--- src/rtl/vga_plot_arbiter_if.sv ---
// Signal bundle between the drawing clients/engines and the VGA plot arbiter.
// Handshake: req[i] is a level held by client i until done[i] pulses; eng_start[i] pulses
// for one cycle and engine i answers by raising eng_waitrequest[i] while busy.
interface vga_plot_arbiter_if #(parameter int N = 3);
  logic [N-1:0]   req;
  logic [N-1:0]   grant;
  logic [N-1:0]   done;
  logic [N-1:0]   eng_start;
  logic [N-1:0]   eng_waitrequest;
  logic [N-1:0]   eng_vga_plot;
  logic [8*N-1:0] eng_vga_x;
  logic [7*N-1:0] eng_vga_y;
  logic [3*N-1:0] eng_vga_colour;
  logic           vga_plot;
  logic [7:0]     vga_x;
  logic [6:0]     vga_y;
  logic [2:0]     vga_colour;

  modport master (
    output req, eng_waitrequest, eng_vga_plot, eng_vga_x, eng_vga_y, eng_vga_colour,
    input  grant, done, eng_start, vga_plot, vga_x, vga_y, vga_colour
  );

  modport slave (
    input  req, eng_waitrequest, eng_vga_plot, eng_vga_x, eng_vga_y, eng_vga_colour,
    output grant, done, eng_start, vga_plot, vga_x, vga_y, vga_colour
  );
endinterface

--- src/rtl/vga_plot_arbiter.sv ---
// Round-robin owner of the single vga_adapter plot port: starts one drawing engine at a time,
// forwards only that engine's plot stream, and pulses done to its client when it finishes.
module vga_plot_arbiter #(
  parameter int N           = 3,
  parameter int ARM_TIMEOUT = 4
) (
  input  logic                 clk,
  input  logic                 rst_n,
  vga_plot_arbiter_if.slave    bus,
  output logic [2:0]           state_dbg
);
  localparam int IW = (N > 1) ? $clog2(N) : 1;
  // Start pulse to forced done spans ARM_TIMEOUT cycles: ISSUE plus ARM_TIMEOUT-1 ARM cycles.
  localparam logic [7:0] ARM_LAST = (ARM_TIMEOUT > 2) ? 8'(ARM_TIMEOUT - 2) : 8'd0;

  typedef enum logic [2:0] {
    IDLE  = 3'd0,
    ISSUE = 3'd1,
    ARM   = 3'd2,
    BUSY  = 3'd3,
    DONE  = 3'd4
  } state_t;

  state_t        state;
  logic [IW-1:0] rr;
  logic [IW-1:0] w;
  logic [IW-1:0] win;
  logic [IW:0]   sum;
  logic          found;
  logic [N-1:0]  eligible;
  logic [N-1:0]  win_oh;
  logic          sel_wr;
  logic [7:0]    arm_cnt;

  assign eligible  = bus.req & ~bus.eng_waitrequest;
  assign state_dbg = state;

  // Scan from the rr pointer with wrap; busy engines are not eligible.
  always_comb begin
    found = 1'b0;
    win   = '0;
    sum   = '0;
    for (int k = 0; k < N; k++) begin
      sum = {1'b0, rr} + (IW+1)'(k);
      if (sum >= (IW+1)'(N)) sum = sum - (IW+1)'(N);
      if (!found && eligible[sum[IW-1:0]]) begin
        found = 1'b1;
        win   = sum[IW-1:0];
      end
    end
    win_oh      = '0;
    win_oh[win] = 1'b1;
  end

  // Granted engine's busy flag and VGA fields; forwarded only while it owns the port.
  always_comb begin
    sel_wr         = 1'b0;
    bus.vga_plot   = 1'b0;
    bus.vga_x      = '0;
    bus.vga_y      = '0;
    bus.vga_colour = '0;
    for (int i = 0; i < N; i++) begin
      if (w == IW'(i)) begin
        sel_wr = bus.eng_waitrequest[i];
        if (state == ARM || state == BUSY) begin
          bus.vga_plot   = bus.eng_vga_plot[i];
          bus.vga_x      = bus.eng_vga_x[8*i +: 8];
          bus.vga_y      = bus.eng_vga_y[7*i +: 7];
          bus.vga_colour = bus.eng_vga_colour[3*i +: 3];
        end
      end
    end
  end

  always_ff @(posedge clk or negedge rst_n) begin
    if (!rst_n) begin
      state         <= IDLE;
      bus.grant     <= '0;
      bus.done      <= '0;
      bus.eng_start <= '0;
      rr            <= '0;
      w             <= '0;
      arm_cnt       <= '0;
    end else begin
      bus.done      <= '0;
      bus.eng_start <= '0;
      case (state)
        IDLE: begin
          if (found) begin
            w             <= win;
            bus.grant     <= win_oh;
            bus.eng_start <= win_oh;
            state         <= ISSUE;
          end
        end
        ISSUE: begin
          arm_cnt <= '0;
          state   <= ARM;
        end
        ARM: begin
          if (sel_wr) begin
            state <= BUSY;
          end else if (arm_cnt >= ARM_LAST) begin
            // Engine never went busy: it finished within the start cycle.
            bus.done <= bus.grant;
            state    <= DONE;
          end else begin
            arm_cnt <= arm_cnt + 8'd1;
          end
        end
        BUSY: begin
          if (!sel_wr) begin
            bus.done <= bus.grant;
            state    <= DONE;
          end
        end
        DONE: begin
          bus.grant <= '0;
          rr        <= (w == IW'(N-1)) ? '0 : w + 1'b1;
          state     <= IDLE;
        end
        default: state <= IDLE;
      endcase
    end
  end
endmodule
--- src/flat_wrapper.sv ---
// flat-port wrapper written by rule: the top's interface ports become plain ports
module vga_plot_arbiter_flat 
#(
  parameter int N           = 3,
  parameter int ARM_TIMEOUT = 4
)
  (clk, rst_n, state_dbg, bus_req, bus_eng_waitrequest, bus_eng_vga_plot, bus_eng_vga_x, bus_eng_vga_y, bus_eng_vga_colour, bus_grant, bus_done, bus_eng_start, bus_vga_plot, bus_vga_x, bus_vga_y, bus_vga_colour);
  vga_plot_arbiter_if #(.N(N)) bus_i ();
  input  logic clk;
  input  logic rst_n;
  output logic [2:0] state_dbg;
  input wire logic [$bits(bus_i.req)-1:0] bus_req;
  input wire logic [$bits(bus_i.eng_waitrequest)-1:0] bus_eng_waitrequest;
  input wire logic [$bits(bus_i.eng_vga_plot)-1:0] bus_eng_vga_plot;
  input wire logic [$bits(bus_i.eng_vga_x)-1:0] bus_eng_vga_x;
  input wire logic [$bits(bus_i.eng_vga_y)-1:0] bus_eng_vga_y;
  input wire logic [$bits(bus_i.eng_vga_colour)-1:0] bus_eng_vga_colour;
  output wire logic [$bits(bus_i.grant)-1:0] bus_grant;
  output wire logic [$bits(bus_i.done)-1:0] bus_done;
  output wire logic [$bits(bus_i.eng_start)-1:0] bus_eng_start;
  output wire logic [$bits(bus_i.vga_plot)-1:0] bus_vga_plot;
  output wire logic [$bits(bus_i.vga_x)-1:0] bus_vga_x;
  output wire logic [$bits(bus_i.vga_y)-1:0] bus_vga_y;
  output wire logic [$bits(bus_i.vga_colour)-1:0] bus_vga_colour;
  assign bus_i.req = bus_req;
  assign bus_i.eng_waitrequest = bus_eng_waitrequest;
  assign bus_i.eng_vga_plot = bus_eng_vga_plot;
  assign bus_i.eng_vga_x = bus_eng_vga_x;
  assign bus_i.eng_vga_y = bus_eng_vga_y;
  assign bus_i.eng_vga_colour = bus_eng_vga_colour;
  assign bus_grant = bus_i.grant;
  assign bus_done = bus_i.done;
  assign bus_eng_start = bus_i.eng_start;
  assign bus_vga_plot = bus_i.vga_plot;
  assign bus_vga_x = bus_i.vga_x;
  assign bus_vga_y = bus_i.vga_y;
  assign bus_vga_colour = bus_i.vga_colour;
  vga_plot_arbiter #(.N(N), .ARM_TIMEOUT(ARM_TIMEOUT)) u_core (.clk(clk), .rst_n(rst_n), .bus(bus_i), .state_dbg(state_dbg));
endmodule
--- config.mk ---
export PLATFORM = sky130hd
export DESIGN_NAME = vga_plot_arbiter_flat
export DESIGN_NICKNAME = d
export VERILOG_FILES = /design/src/rtl/vga_plot_arbiter_if.sv /design/src/rtl/vga_plot_arbiter.sv /design/src/flat_wrapper.sv
export SDC_FILE = /design/constraint.sdc
export NUM_CORES = 1
export LEC_CHECK = 0
export ABC_AREA = 1
export BUFFER_PORTS_ARGS = -buffer_cell sky130_fd_sc_hd__clkbuf_2
export CORE_ASPECT_RATIO = 0.6
export CORE_MARGIN = 10
export CORE_UTILIZATION = 40
export DETAILED_ROUTE_END_ITERATION = 10
export PLACE_DENSITY = 0.74
export SYNTH_ARGS = -nofsm -noshare
export SYNTH_HDL_FRONTEND = slang
export SYNTH_SLANG_ARGS = --single-unit
--- constraint.sdc ---
create_clock -name clk -period 3.7 [get_ports clk]
set_clock_uncertainty 0.05 [all_clocks]
set_input_delay 0.74 -clock clk [delete_from_list [all_inputs] [get_ports clk]]
set_output_delay 0.74 -clock clk [all_outputs]
set_load 0.02 [all_outputs]
======== After elaboration in Yosys (flattened, before gate mapping) ========
Cells that the tools add are included.
storage, ports and cells
  flip-flop bits (word level) ............. 24
  output and inout port bits .............. 31
  logic and storage cells ................. 111
  input port bits ......................... 65
operators by class
  equal/unequal tests ..................... 11
  bitwise gates (word level) .............. 2
  reductions and logical operators ........ 14
  muxes and demuxes ....................... 61
  $add $sub $neg .......................... 7
  $lt $le $gt $ge ......................... 9
operator list
  cell                   number
  $mux W8                8
  $mux W3                16
  $mux W7                6
  $mux W1                16
  $pmux W8 S2            1
  $mux W2                7
  $lt A2 B3 Y1 const B   4
  $pmux W3 S2            2
  $pmux W3 S4            1
  $add A8 B1 Y8 const B  1
  $ge A8 B2 Y1 const B   1
  $bmux W1 S2            3
  $eq A3 B2 Y1 const B   2
  $ge A3 B2 Y1 const B   2
  $ne A2 B2 Y1 const B   3
  $reduce_and A3 Y1      2
  $sub A2 B2 Y2 const B  3
  $reduce_and A2 Y1      2
  $reduce_bool A2 Y1     2
  $add A2 B1 Y3 const B  1
  $add A2 B2 Y3 const B  1
  $and A3 B3 Y3          1
  $eq A3 B1 Y1 const B   1
  $eq A3 B3 Y1 const B   1
  14 further kinds       17

======== Longest topological paths before layout ========
Gate-level depths: netlist of run 1.
  depth after elaboration ................. 17
  depth in mapped cells ................... 13
  mapped depth without buffers ............ 13

======== Worst setup path after synthesis of run 1 ========
Ideal clock, no wire load.
  kind .................................... reg-to-output
  start ................................... reg u_core.state[2] (netlist: u_core.state_dbg[2])
  end ..................................... out bus_vga_x[2]
  data required time ...................... 2.910 ns
  cell stages (with the launch flop) ...... 7
  arrival time ............................ 1.373 ns
  setup slack ............................. 1.537 ns
  buffers on the path ..................... 1
  path through ............................ dfrtp_1 inv_1 nand2_4 clkinv_1 buf_2 nand3_1 nand3_1
between the ends
  word-level cells in the longest chain between the ends .. 8
  elaborated cells between the ends (all ways) .. 9
  those cells by class .................... eq/ne (2); mux (6); reduce/logical (1)
ends and longest elaborated chain
  item                      RTL line                text
  start: declaration        vga_plot_arbiter.sv:24  state_t state;
  start signal: assignment  vga_plot_arbiter.sv:77  state <= IDLE;
  start signal: assignment  vga_plot_arbiter.sv:93  state <= ISSUE;
  start signal: assignment  vga_plot_arbiter.sv:98  state <= ARM;
  $eq A3 B2 Y1              vga_plot_arbiter.sv:65  if (state == ARM || state == BUSY) begin
  $logic_or A1 B1 Y1 (*)    vga_plot_arbiter.sv:65
  $mux W8                   vga_plot_arbiter.sv:65
  $mux W8                   vga_plot_arbiter.sv:63  if (w == IW'(i)) begin
  $mux W8                   vga_plot_arbiter.sv:65
  $mux W8                   vga_plot_arbiter.sv:63
  $mux W8                   vga_plot_arbiter.sv:65
  $mux W8 (*)               vga_plot_arbiter.sv:63
  end: declaration          flat_wrapper.sv:22      output wire logic [$bits(bus_i.vga_x)-1:0] bus_vga_x;
Every way passes the cells marked *; elsewhere a longest branch is shown, timed or not.

======== Worst setup path after layout of run 1 ========
  start ................................... reg u_core.state[2] (netlist: u_core.state_dbg[2])
  end ..................................... out bus_vga_x[4]
The elaborated chain is that of the path after synthesis.

==> impl_results.md, run 1 <==
* Yosys cell types at 28
* Crit path DAT at 1.92 ns
* Util after Layout at 56.1%
* Post-DP HPWL at 4.49 mm
* PortBufs at 95
* Final Setup Violations at 0
* Worst reg-to-reg setup slack at 1.66 ns
* CP endpoint kind: primary output
* Min cycle time layout at 2.71 ns
* Die area at 7300 um^2
* DRC at 0
* Chip Width at 104 um
* Largest net degree at the start of global routing at 25
* Design area at 2290 um^2
* Total track usage at 14.7%
* Worst-path cell chain: inv_1 > nand2_4 > clkinv_1 > nand3_1 > nand3_1 > clkbuf_2
* Worst R2R Start: u_core.w[0]
* Layout cells sized above 1 at 35.0%
* Crit Path Max Fanout at 18
* CTS Hold Bufs at 0
* Syn Nets at 314
* CP max stage delay at 0.44 ns
* Critical path class: flip-flop to primary output
* Max-slew headroom at 46.6%
* TNS Setup at 0 ns
* Die Ht at 70.3 um
* Clk slew on worst S/H paths at 0.09 ns
* WL/cell at 13.7 um
* Peak VDD IR at 0.392 mV
* Min-Delay Path Class: input pin to async pin
* Worst skew pair latency at 0.27 ns
* Vias at 1,941
* Initial antenna violation count at 0
* DR iter-0 viols at 86
* WL final at 5.43 mm
* Worst r2r dst: u_core.arm_cnt[0]
* Antenna Violating Nets Remaining at 0
* CTS Buffer Depth at 2
* Reg2Reg Depth at 10
* Crit path top cell by count: nand3_1
* Placer Congestion at 0.872
* TritonCTS clock tree: done
* Setup crit start kind: flip-flop
* Number of I/O pins at 96
* Post-CTS Resized at 0
* Final worst-path cycle share at 73.3%
* Final hold viol count at 0
* CP required at 2.91 ns
* Global-route wire length before repair at 9.29 mm
* Final Slew Violations at 0
* Setup slack after placement at 1.30 ns
* Drt first pass iters at 5
* H-Tree Depth at 1
* Peak Freq at 0.369 GHz
* Clock Sinks at 24
* Yosys warning count at 0
* Number of setup buffers added after CTS at 0
* Tightest Pin Transition at 0.795 ns
* #FFs+latches synth at 24
* Syn Inst Count at 244
* Max-cap check violation count at 0
* Post-Syn Area at 1690 um^2
* Initial Util at 41.4%
* RSZ-0062 raised after global routing: no
* Vias in the first global route at 1,892
* CTS Root Cell: clkbuf_8
* Sequential cell area fraction in the yosys report at 35.6%
* Status: finished clean
* GRT overflow at 0
* Post-Place Cell Area at 2220 um^2
* Num rows at 18
* Via density at 4.89
* Syn Area/Cell at 6.91 um^2
* Antenna diodes at 0
* Core area at 4080 um^2
* LEAKAGE at 1.27 nW
* Slowest cell on crit path: clkinv_1
* Final worst slack at 0.989 ns
* Final Total Pwr at 1.83 mW
* CTS Buf Count at 3
* PwrDens at 801 nW/um^2
* # nets final at 408
* Area growth syn-to-layout at 35.6%
[Yosys cell counts (all sizes together)]
| cell type | number | area, um^2 |
|---|---|---|
| a21oi | 4 | 31.3 |
| a221oi | 1 | 8.76 |
| a31oi | 14 | 87.6 |
| buf | 6 | 28.8 |
| clkbuf | 2 | 7.51 |
| clkinv | 1 | 3.75 |
| dfrtp | 24 | 601 |
| ha | 5 | 62.6 |
| inv | 27 | 101 |
| nand2 | 77 | 307 |
| nand3 | 38 | 213 |
| nand4 | 2 | 12.5 |
| nor2 | 23 | 118 |
| nor3 | 8 | 40.0 |
| o21ai | 10 | 50.0 |
| o22ai | 1 | 6.26 |
| xor2 | 1 | 8.76 |
[how the worst max path moves through the flow]
stage                   startpoint                 to  slack (ns)  cells past startpoint
2_1_floorplan  u_core.state_dbg[2]       bus_vga_x[2]        1.54                      6
3_3_place_gp           u_core.w[0]  bus_vga_colour[0]        1.33                      5
3_5_place_dp   u_core.state_dbg[2]       bus_vga_x[4]        1.30                      6
4_1_cts                u_core.w[0]  bus_vga_colour[0]        0.99                      5
5_1_grt                u_core.w[0]  bus_vga_colour[0]        0.71                      5
6_report       u_core.state_dbg[2]       bus_vga_x[4]        0.99                      6
[flip-flops by register name (all words and copies together), names as in the netlist]
name	cells
u_core.arm_cnt	8
u_core.rr	2
u_core.bus.grant	3
u_core.bus.eng_start	3
u_core.bus.done	3
u_core.w	2
u_core.state_dbg	3
[metal layers]
metal	vias up	wire length, um	GRT usage [%]	share of wire, %
li1	991	-	-	-
met4	0	117	3.69	2.2
met5	-	0	0	0
met2	85	2420	23.9	45
met3	12	473	4.03	8.7
met1	853	2420	18.9	45
[worst max-delay path, delay by kind of cell (launching register included)]
kind | cells | cell delay [ns]
flops | 1 | 0.41
simple gates | 3 | 0.53
buf+inv | 3 | 0.71
[cells by family after synthesis]
logic type	Yosys count	share of synthesized area [%]
xor+xnor	1	0.519
compound gates	30	10.9
flops	24	35.6
fa+ha+maj	5	3.71
buf+inv	36	8.38
simple gates	148	40.9
[through the flow]
stage / cells / hold WS [ns]
final: 397 / 0.412
after global routing: 397 / 0.438
after CTS: 397 / 0.427
after detailed placement: 393 / 0.439
after global placement: 393 / 0.421
after floorplan: 244 / 0.394
[area by class of cell]
cell class	instances	area [um^2]
fillers	382	1790
multi-input cells	184	945
flip-flops and latches	24	601
repair buffers	97	490
inverters	28	105
well taps	60	75.1
clock buffers	3	41.3
clock inverters	1	30.0
[power by group]
| group | total (mW) | internal (mW) | switching, mW |
|---|---|---|---|
| logic | 1.21 | 0.380 | 0.832 |
| registers | 0.394 | 0.334 | 0.0599 |
| clock network | 0.226 | 0.145 | 0.0818 |
[layout by cell type, fill, tap and decap left out, types with 8 or more instances in the layout]
cell,Yosys,final
a31oi_1,14,14
dfrtp_1,24,24
nand3_1,35,35
inv_1,24,24
nand2_1,72,72
nor2_1,18,18
nor3_1,8,8
clkbuf_2,0,95
(Power assumes the default switching activity.)
==> run 2: changes to the inputs <==
PLACE_DENSITY = 0.77   (was 0.74)
clock period = 2.3 ns   (was 3.7 ns; I/O delays follow)
==> run 2 against run 1 <==
Sequential power rose by 64%. Die area stayed put. Cell count is 0.50% higher. Register-to-register slack got worse by 1.3 ns. Global-route usage up 0.48 points. Wire length increased by 5.5%. Total power increased by 66%. Clock power up 62%. Largest power group unchanged. Via count did not move. Critical path depth shrank 1.
==> impl_results.md, run 2 (same netlist as run 1, synthesis figures left out) <==
* CP endpoint kind: primary output
* CTS Hold Bufs at 0 (unchanged)
* Peak Freq at 0.466 GHz
* Vias in the first global route at 1,888 (-0.21%)
* CP required at 1.79 ns (-1.12 ns)
* Util after Layout at 56.8% (+0.74 points)
* Vias at 1,941 (unchanged)
* Worst reg-to-reg setup slack at 0.40 ns (-1.26 ns)
* Commonest non-fill, non-tap cell in the layout: clkbuf_2
* Layout cells sized above 1 at 36.0% (+0.97 points)
* Crit path DAT at 1.64 ns (-0.28 ns)
* Peak VDD IR at 0.430 mV (+9.8%)
* Clock Sinks at 24 (unchanged)
* Initial Util at 41.4% (unchanged)
* TritonCTS clock tree: done
* Min-Delay Path Class: input pin to async pin
* Post-CTS Resized at 0 (unchanged)
* Area growth syn-to-layout at 37.4%
* WL final at 5.72 mm (+5.5%)
* Number of setup buffers added after CTS at 0 (unchanged)
* Max-slew headroom at 57.0% (+10 points)
* Worst skew pair latency at 0.26 ns (about the same)
* Reg2Reg Depth at 8 (-2)
* Via density at 4.86 (-0.50%)
* Core area at 4080 um^2 (unchanged)
* Most frequent cells in the layout: clkbuf_2, nand2_1, nand3_1
* Final worst-path cycle share at 93.3%
* # nets final at 410 (+0.49%)
* Die Ht at 70.3 um (unchanged)
* PortBufs at 95 (unchanged)
* Fillers at 388 (+1.6%)
* Final Total Pwr at 3.03 mW (+66%)
* Num rows at 18 (unchanged)
* Max-cap check violation count at 0 (unchanged)
* Die area at 7300 um^2 (unchanged)
* Post-DP HPWL at 4.72 mm (+5.0%)
* H-Tree Depth at 1 (unchanged)
* Max FFs per register at 8 (unchanged)
* Final hold viol count at 0 (unchanged)
* CTS Buffer Depth at 2 (unchanged)
* Status: finished clean
* Clk slew on worst S/H paths at 0.08 ns (about the same)
* Critical path class: flip-flop to primary output
* CTS Buf Count at 3 (unchanged)
* Min cycle time layout at 2.15 ns
* DRC at 0 (unchanged)
* WL/cell at 14.3 um (+5.0%)
* Antenna Violating Nets Remaining at 0 (unchanged)
* Global-route wire length before repair at 9.44 mm (+1.6%)
* Initial antenna violation count at 0 (unchanged)
* PwrDens at 1310 nW/um^2 (+63%)
* Chip Width at 104 um (unchanged)
* CTS Root Cell: clkbuf_8
* LEAKAGE at 1.28 nW (+0.76%)
* Setup slack after placement at 0.358 ns (-0.943 ns)
* Final Setup Violations at 0 (unchanged)
* Final worst slack at 0.153 ns (-0.836 ns)
* Drt first pass iters at 4 (-1)
* Largest reg by FF count: u_core.arm_cnt
* Post-Place Cell Area at 2230 um^2 (+0.68%)
* Number of I/O pins at 96 (unchanged)
* Total track usage at 15.2% (+0.48 points)
* Tightest Pin Transition at 0.640 ns (-0.154 ns)
* Largest net degree at the start of global routing at 25 (unchanged)
* Final Slew Violations at 0 (unchanged)
* Placer Congestion at 0.833 (-4.4%)
* Crit Path Max Fanout at 17 (-1)
* DR iter-0 viols at 196 (+130%)
* Antenna diodes at 0 (unchanged)
* TNS Setup at 0 ns (unchanged)
* Design area at 2320 um^2 (+1.3%)
* GRT overflow at 0 (unchanged)
* Setup crit start kind: flip-flop
==> run 2: cell count changes in the layout (fill, tap and decap cells not counted), sizes merged <==
cell	before	now
clkinvlp	0	1
clkinv	1	0
buf	2	4
==> run 2: power breakdown <==
group | switching, mW | internal [mW] | leakage [nW]
clock | 0.133 | 0.233 | 0.0357
combinational | 1.38 | 0.643 | 0.923
sequential | 0.111 | 0.537 | 0.320
total | 1.62 | 1.41 | 1.28
==> run 2: through the flow <==
stage / std cells / hold slack, ns
after floorplan: 244 / 0.114
after global placement: 395 / 0.423
after detailed placement: 395 / 0.430
after CTS: 399 / 0.147
after global routing: 399 / 0.179
final: 399 / 0.130
==> run 2: final cells by class <==
type / instances / area, um^2 / area share (%)
sequential: 24 / 601 / 25.9
multi-input combinational: 184 / 952 / 41.1
tap: 60 / 75.1 / 3.24
inverter: 28 / 109 / 4.70
timing repair buffer: 99 / 509 / 22.0
clock buffer: 3 / 41.3 / 1.78
clock inverter: 1 / 30.0 / 1.30
==> run 2: critical path, stage by stage (launching register included) <==
cell,delay (ns)
dfrtp_1,0.43
nor2_2,0.21
buf_4,0.26
nand2_1,0.09
a31oi_1,0.18
clkbuf_2,0.20
==> run 2: routing by layer <==
| layer | share of wire [%] | track usage [%] | up-vias | routed length, um |
|---|---|---|---|---|
| met3 | 4.6 | 2.56 | 6 | 264 |
| met5 | 0 | 0 | - | 0 |
| met2 | 48 | 25.8 | 56 | 2750 |
| met4 | 0.93 | 2.76 | 0 | 53 |
| li1 | - | - | 996 | - |
| met1 | 46 | 19.9 | 883 | 2650 |
==> run 2: final timing paths <==
| check | from | to |
|---|---|---|
| max | u_core.w[1] | bus_vga_y[2] |
| min | rst_n | u_core.bus.eng_start[0] |
| max reg2reg | u_core.rr[0] | u_core.w[0] |
| min reg2reg | u_core.arm_cnt[6] | u_core.arm_cnt[6] |
| max in group asynchronous | rst_n | u_core.rr[0] |
| min in group clk | u_core.arm_cnt[6] | u_core.arm_cnt[6] |
==> run 3: changes to the inputs <==
GPL_TIMING_DRIVEN = 0   (was unset)
==> run 3 against run 2 <==
Maximum frequency shrank 1.3%. Sequential cell count is the same. Setup slack lost 0.028 ns. Core utilization grew 0.061 points.
==> impl_results.md, run 3 (same netlist as run 1, synthesis figures left out) <==
* Reg area at 601 um^2 (unchanged)
* CTS Buf Count at 3 (unchanged)
* Max FFs per register at 8 (unchanged)
* Core area at 4080 um^2 (unchanged)
* Final worst slack at 0.125 ns (-0.0282 ns)
* H-Tree Depth at 1 (unchanged)
* Reg2Reg Depth at 10 (+2)
* Peak VDD IR at 0.503 mV (+17%)
* Area growth syn-to-layout at 37.5%
* Placer Congestion at 0.830 (-0.44%)
* WL/cell at 13.8 um (-3.8%)
* Clock Sinks at 24 (unchanged)
* Worst reg-to-reg setup slack at 0.46 ns (+0.06 ns)
* Min-Delay Path Class: input pin to async pin
* Most frequent cells in the layout: clkbuf_2, nand2_1, nand3_1
* Layout cells sized above 1 at 36.2% (+0.16 points)
* Multi-input gate area at 945 um^2 (-0.79%)
* CTS Buffer Depth at 2 (unchanged)
* Initial antenna violation count at 0 (unchanged)
* Max-slew headroom at 43.4% (-14 points)
* CTS Root Cell: clkbuf_8
* CTS Hold Bufs at 0 (unchanged)
* Max-cap check violation count at 0 (unchanged)
* Final hold viol count at 0 (unchanged)
* Tightest Pin Transition at 0.843 ns (+0.203 ns)
* Commonest non-fill, non-tap cell in the layout: clkbuf_2
* Clk slew on worst S/H paths at 0.09 ns (about the same)
* RSZ-0062 raised after global routing: yes
* Via density at 4.90 (+0.64%)
* Die Ht at 70.3 um (unchanged)
* Chip Width at 104 um (unchanged)
* GRT overflow at 0 (unchanged)
* Worst-path cell chain: inv_1 > nand2_4 > clkinv_2 > clkbuf_4 > nand3_1 > nand3_1 > clkbuf_2
* Global-route wire length before repair at 9.29 mm (-1.5%)
* Worst skew pair latency at 0.27 ns (about the same)
* LEAKAGE at 1.30 nW (+1.4%)
* Worst R2R Start: u_core.rr[0]
* Status: finished clean
* Largest net degree at the start of global routing at 25 (unchanged)
* Placed cells at 399 (+1.0%)
* CP required at 1.79 ns (about the same)
* Antenna Violating Nets Remaining at 0 (unchanged)
* Critical path class: flip-flop to primary output
* Crit Path Max Fanout at 10 (-7)
* Setup slack after placement at 0.285 ns (-0.0731 ns)
* Largest reg by FF count: u_core.arm_cnt
* Final Total Pwr at 2.99 mW (-1.6%)
* Drt first pass iters at 5 (+1)
* Peak Freq at 0.460 GHz (-1.3%)
* Post-DP HPWL at 4.62 mm (-2.1%)
* CP max stage delay at 0.42 ns (about the same)
* Num rows at 18 (unchanged)
* Crit path top cell by count: nand3_1
* Final Setup Violations at 0 (unchanged)
* TNS Setup at 0 ns (unchanged)
* CP endpoint kind: primary output
* Non-Filler Instances at 403 (+1.0%)
* # nets final at 414 (+0.98%)
* Vias in the first global route at 1,950 (+3.3%)
* Number of I/O pins at 96 (unchanged)
* Vias at 1,973 (+1.6%)
* Crit path DAT at 1.67 ns (+0.03 ns)
* Antenna diodes at 0 (unchanged)
* Worst r2r dst: u_core.bus.grant[1]
* Min cycle time layout at 2.18 ns (+0.0282 ns)
* DRC at 0 (unchanged)
* Setup crit start kind: flip-flop
* Die area at 7300 um^2 (unchanged)
* Initial Util at 41.4% (unchanged)
* WL final at 5.56 mm (-2.8%)
* DR iter-0 viols at 111 (-43%)
* Slowest cell on crit path: dfrtp_1
* PortBufs at 95 (unchanged)
* PwrDens at 1290 nW/um^2 (-1.7%)
* TritonCTS clock tree: done
* Final worst-path cycle share at 94.6% (+1.2 points)
* Fillers at 414 (+6.7%)
* Final Slew Violations at 0 (unchanged)
* Total track usage at 14.6% (-0.60 points)
## run 3: cell types whose count changed in the layout (fill, tap and decap cells not counted), sizes merged
cell / before / now
buf: 4 / 7
clkinv: 0 / 1
clkbuf: 98 / 99
clkinvlp: 1 / 0
## run 3: where the power goes
group | switching [mW] | leakage, nW | total, mW | internal [mW]
Clock | 0.131 | 0.0357 | 0.363 | 0.233
Combinational | 1.34 | 0.940 | 1.99 | 0.644
Sequential | 0.101 | 0.320 | 0.638 | 0.537
## run 3: final cells by class
type                       count  share of cell area [%]
sequential                    24                    25.9
clock inverter                 1                    1.29
multi-input combinational    184                    40.7
tap                           60                    3.24
clock buffer                   3                    1.78
buffer                         8                    2.00
inverter                      28                    4.58
timing repair buffer          95                    20.5
## run 3: layer usage
| metal | global-route usage [%] | vias to the layer above | routed length (um) |
|---|---|---|---|
| met2 | 25.0 | 66 | 2730 |
| met1 | 18.9 | 905 | 2470 |
| met3 | 3.21 | 2 | 332 |
| met4 | 1.84 | 0 | 21 |
| li1 | - | 1000 | - |
| met5 | 0 | - | 0 |
## run 3: through the flow
stage	hold WS, ns	utilization (%)	area, um^2
3_5_place_dp	0.430	54.9	2240
3_3_place_gp	0.424	54.9	2240
5_1_grt	0.169	56.9	2320
4_1_cts	0.150	56.7	2310
2_1_floorplan	0.114	-	1690
6_report	0.132	56.9	2320
## run 3: worst max path at each step
| stage | startpoint | slack (ns) | end | cells after the start |
|---|---|---|---|---|
| floorplan | u_core.state_dbg[2] | 0.42 | bus_vga_x[2] | 6 |
| global placement | u_core.w[0] | 0.27 | bus_vga_colour[1] | 5 |
| detailed placement | u_core.w[0] | 0.29 | bus_vga_colour[1] | 5 |
| CTS | u_core.w[1] | 0.02 | bus_vga_y[3] | 7 |
| global route | u_core.w[0] | -0.004 | bus_vga_colour[0] | 5 |
| finish | u_core.state_dbg[2] | 0.12 | bus_vga_x[4] | 7 |
## run 3: repair_timing
action	CTS	global route
setup endpoints to repair	2	11
gates resized for setup	2	9
setup buffers	0	0
## run 3: critical path: cells and delay by family (launching register included)
kind	cells	cell delay [ns]
buffers and inverters	4	0.67
flip-flops	1	0.42
AND/OR/NAND/NOR	3	0.30
